`config.mk`:
```
export PLATFORM = sky130hd
export DESIGN_NAME = game_tick_scheduler
export DESIGN_NICKNAME = d
export VERILOG_FILES = /design/src/rtl/game_tick_scheduler.sv
export SDC_FILE = /design/constraint.sdc
export NUM_CORES = 1
export LEC_CHECK = 0
export CORE_ASPECT_RATIO = 1.75
export CORE_MARGIN = 10
export CORE_UTILIZATION = 60
export DETAILED_ROUTE_END_ITERATION = 8
export HOLD_SLACK_MARGIN = 0.15
export PLACE_DENSITY = 0.79
export SLEW_MARGIN = 20
export SYNTH_ARGS = -nofsm -noshare
export SYNTH_HDL_FRONTEND = slang
export SYNTH_SLANG_ARGS = --single-unit
```
`constraint.sdc`:
```
create_clock -name clk -period 2.19 [get_ports clk]
set_input_delay 0.5475 -clock clk [delete_from_list [all_inputs] [get_ports clk]]
set_output_delay 0.5475 -clock clk [all_outputs]
set_load 0.01 [all_outputs]
```
`src/rtl/game_tick_scheduler.sv`:
```
// Three free-running tick dividers (blockieee, ddaver, bullet) feeding a
// fixed-priority, one-owner-at-a-time grant of the shared game-state port.
module game_tick_scheduler #(
    parameter int DIV_BLOCK  = 833333,
    parameter int DIV_DDAVER = 1666667,
    parameter int DIV_BULLET = 555556,
    parameter int TIMEOUT    = 4096
) (
    input  logic       clk,
    input  logic       rst,
    input  logic       pause,
    input  logic       vblank,
    input  logic       req_done,
    output logic [2:0] grant,
    output logic       start,
    output logic [2:0] pending,
    output logic [2:0] overrun,
    output logic       timeout_err
);

    localparam logic [20:0] LAST_BLOCK  = 21'(DIV_BLOCK - 1);
    localparam logic [20:0] LAST_DDAVER = 21'(DIV_DDAVER - 1);
    localparam logic [20:0] LAST_BULLET = 21'(DIV_BULLET - 1);
    localparam int          TW          = (TIMEOUT > 1) ? $clog2(TIMEOUT) : 1;
    localparam logic [TW-1:0] BUSY_LAST = TW'(TIMEOUT - 1);

    typedef enum logic {
        IDLE,
        BUSY
    } state_t;

    state_t        state_q, state_d;
    logic [20:0]   cnt_block_q, cnt_block_d;
    logic [20:0]   cnt_ddaver_q, cnt_ddaver_d;
    logic [20:0]   cnt_bullet_q, cnt_bullet_d;
    logic [TW-1:0] busy_q, busy_d;
    logic [2:0]    grant_q, grant_d;
    logic [2:0]    pend_q, pend_d;
    logic [2:0]    ovr_q, ovr_d;
    logic          start_q, start_d;
    logic          terr_q, terr_d;
    logic [2:0]    tick;
    logic [2:0]    sel;

    always_comb begin
        tick[0] = !pause && (cnt_block_q  == LAST_BLOCK);
        tick[1] = !pause && (cnt_ddaver_q == LAST_DDAVER);
        tick[2] = !pause && (cnt_bullet_q == LAST_BULLET);

        cnt_block_d  = cnt_block_q;
        cnt_ddaver_d = cnt_ddaver_q;
        cnt_bullet_d = cnt_bullet_q;
        if (!pause) begin
            cnt_block_d  = tick[0] ? '0 : cnt_block_q  + 21'd1;
            cnt_ddaver_d = tick[1] ? '0 : cnt_ddaver_q + 21'd1;
            cnt_bullet_d = tick[2] ? '0 : cnt_bullet_q + 21'd1;
        end
    end

    // busy_q counts completed BUSY cycles; the grant is held for at most TIMEOUT cycles.
    always_comb begin
        state_d = state_q;
        grant_d = grant_q;
        start_d = 1'b0;
        busy_d  = busy_q;
        terr_d  = terr_q;
        sel     = '0;
        case (state_q)
            IDLE: begin
                grant_d = '0;
                if (vblank && (pend_q != 3'b000)) begin
                    if (pend_q[2])      sel = 3'b100;
                    else if (pend_q[0]) sel = 3'b001;
                    else                sel = 3'b010;
                    grant_d = sel;
                    start_d = 1'b1;
                    busy_d  = '0;
                    state_d = BUSY;
                end
            end
            BUSY: begin
                if (req_done) begin
                    grant_d = '0;
                    state_d = IDLE;
                end else if (busy_q == BUSY_LAST) begin
                    grant_d = '0;
                    terr_d  = 1'b1;
                    state_d = IDLE;
                end else begin
                    busy_d = busy_q + 1'b1;
                end
            end
            default: begin
                grant_d = '0;
                state_d = IDLE;
            end
        endcase
    end

    // A fresh tick wins over the clear of the channel being selected this cycle.
    always_comb begin
        pend_d = (pend_q & ~sel) | tick;
        ovr_d  = ovr_q | (tick & pend_q & ~sel);
    end

    always_ff @(posedge clk) begin
        if (rst) begin
            state_q      <= IDLE;
            cnt_block_q  <= '0;
            cnt_ddaver_q <= '0;
            cnt_bullet_q <= '0;
            busy_q       <= '0;
            grant_q      <= '0;
            pend_q       <= '0;
            ovr_q        <= '0;
            start_q      <= 1'b0;
            terr_q       <= 1'b0;
        end else begin
            state_q      <= state_d;
            cnt_block_q  <= cnt_block_d;
            cnt_ddaver_q <= cnt_ddaver_d;
            cnt_bullet_q <= cnt_bullet_d;
            busy_q       <= busy_d;
            grant_q      <= grant_d;
            pend_q       <= pend_d;
            ovr_q        <= ovr_d;
            start_q      <= start_d;
            terr_q       <= terr_d;
        end
    end

    assign grant       = grant_q;
    assign start       = start_q;
    assign pending     = pend_q;
    assign overrun     = ovr_q;
    assign timeout_err = terr_q;

endmodule
```
==> run metrics <==
core footprint=6810 um2; min Tclk post-route=2.00 ns; TritonCTS buffer count=9; Max rail drop VDD=449 uV; utilization after layout=72.4%; DPL Wire Length=6690 um; yosys warns=0; clock power share=45.7%; fin nets=542; initial antenna violation count=0; origin of the worst min-delay path=grant[2]; hold crit path type=flop to flop; routed via count=3,793; pwr/cell area=633 nW/um2; DRT iter0 DRCs=266; Logic pwr share=3.0%; Synth top cells by count=dfxtp_1 (87), nor2_1 (50), a21oi_1 (39); routability congestion estimate=0.868; Least-Margin Pin Slew=0.439 ns; Pins Over Slew Limit=0; Die X=83.1 um; ys async rst share=0%; Main synth FF type=dfxtp_1; Clock Path Buffers=2; final setup fails=0; total power=3120 uW; Final Hold Vio Count=0; Critical Path Source Type=flop; vias in the first global route=3,699; sequential share of power=51.3%; Die Ht=130 um; Sw Ratio=21.3%; DRC errors left=0; Final Skew=0.00791 ns; R2R setup slack=0.19 ns; NetSw=665 uW; GRT Total Usage=17.5%; site row count=40; Synth top area share=41.7%; WL final=9520 um; post-synthesis sequential area ratio=41.7%; CTS Root Cell=clkbuf_16; Internal=2460 uW; Avg Inst Size Synth=8.51 um2; H-tree depth=3; Clock Sinks=87; most frequent cell after synthesis=dfxtp_1; number of synthesized flops with an enable pin=0; synthesis-stage register bit count=87; Period Utilization, post-route=91.4%; DRT antenna net count=0; largest net degree at the start of global routing=20; Cells after Synth=491; Area contributors post-synth=dfxtp_1 (42%), a21oi_1 (4.7%), nor2_1 (4.5%); area delta synth->final=17.9%; Worst-Skew Late Latency=0.34 ns; GRT overflow=0; worst r2r src=cnt_block_q[1]; Post-Syn Area=4180 um2; die area=10,800 um2; Max-slew headroom=70.4%; first-pass GRT wire length=16,300 um; WS Path Type=flop to flop; initial core utilization=61.4%; first drt pass iteration count=5; setup repair after global routing missed its margin=no; CP required=2.46 ns; f_max=499 MHz; post-DR wirelength/cell=15.4 um; Crit. Startpoint=cnt_block_q[1]; crit-path max FO=5; run status=finished, final reports clean; Crit. End Element=flop; TritonCTS clock tree=done; LEAKAGE=0.00176 uW; # port buffers=15; Vias/cell=6.12; post-synth top area cell=dfxtp_1; n_diodes=0; Filler Cell Count=534; Mapped Nets=502; MaxCap Viol Count=0; Clock transition at path regs=0.06 ns; IO Pins=16; count of cell types in the netlist=51; arrival time at the worst endpoint=2.27 ns; fraction of layout cells with a size suffix above 1=11.9%
[what timing repair did]
item / 4_1_cts / 5_1_grt
hold buffers: 0 / 0
setup buffers: 0 / 0
endpoints found under the setup margin: 0 / 12
gates resized for setup: 0 / 1
hold endpoints to repair: 0 / 0
[metal layers]
layer,share of wire (%),vias up,global-route usage (%)
li1,-,1863,-
met1,40,1798,17.8
met2,52,107,32.5
met3,4.9,25,3.97
met4,2.8,0,9.36
met5,0,-,0
[flip-flops by register name, summed over array words and instances, names as in the netlist]
register,count
cnt_bullet_q,21
timeout_err,1
cnt_ddaver_q,21
start,1
state_q,1
cnt_block_q,21
busy_q,12
overrun,3
grant,3
pending,3
[power groups by stage]
stage | Clock, uW | Combinational [uW] | Sequential, uW
2_1_floorplan | 0 | 54.6 | 1630
3_3_place_gp | 0 | 91.6 | 1640
3_5_place_dp | 0 | 94.4 | 1640
4_1_cts | 1450 | 94.6 | 1600
5_1_grt | 1510 | 104 | 1600
6_report | 1430 | 94.7 | 1600
[critical path, stage by stage, from the launching register on]
cell	delay, ns
dfxtp_1	0.40
ha_1	0.27
nand4b_4	0.12
or4_4	0.49
buf_4	0.16
or3_1	0.34
a21oi_1	0.14
[cells in the final DEF, fill, tap and decap left out, types with 5 or more instances in the layout]
| cell | netlist | routed |
|---|---|---|
| dfxtp_1 | 87 | 87 |
| nor2_1 | 50 | 50 |
| a21oi_1 | 39 | 39 |
| buf_4 | 0 | 37 |
| nand2_1 | 34 | 34 |
| nand3_1 | 26 | 26 |
| nand4_1 | 25 | 25 |
| or3_1 | 19 | 19 |
| inv_1 | 18 | 18 |
| o21ai_0 | 18 | 18 |
| xnor2_1 | 17 | 17 |
| xor2_1 | 17 | 17 |
| clkdlybuf4s50_1 | 0 | 14 |
| or4_1 | 12 | 12 |
| o31ai_1 | 9 | 9 |
| clkbuf_16 | 0 | 9 |
| and3_1 | 8 | 8 |
| and4_1 | 8 | 8 |
| nor4_1 | 6 | 6 |
| nor3_1 | 6 | 6 |
| ha_1 | 6 | 6 |
| o211ai_1 | 5 | 5 |
[logic make-up after synthesis]
logic type / count (synthesis) / synth area share (%)
flops: 87 / 41.7
simple gates: 224 / 30.7
buf+inv: 43 / 4.07
fa+ha+maj: 6 / 1.80
compound gates: 94 / 14.0
mux: 3 / 0.719
xor+xnor: 34 / 7.13
[metrics by stage]
step	area (um2)	hold slack [ns]	instances	worst slack, ns	TNS, ns
global route	4930	0.485	620	0.106	0
CTS	4930	0.462	620	0.0213	0
detailed placement	4650	0.451	604	-0.307	-10.79
global placement	4650	0.436	604	-0.263	-8.67
finish	4930	0.459	620	0.187	0
floorplan	4180	0.447	491	0.144	0
[final cells by class]
class                      count  area [um2]  share of cell area, %
multi-input combinational    361        2270                   46.0
sequential                    87        1740                   35.3
timing repair buffer          54         470                   9.55
clock buffer                  12         256                   5.20
tap                           84         105                   2.13
inverter                      18        67.6                   1.37
clock inverter                 4        20.0                  0.406
[final timing paths]
check / endpoint / cells past startpoint
hold reg to reg: grant[2] / 2
setup / recovery: cnt_block_q[18] / 6
setup reg to reg: cnt_block_q[18] / 6
hold / removal: grant[2] / 2
Power figures use the tool's default switching activity.
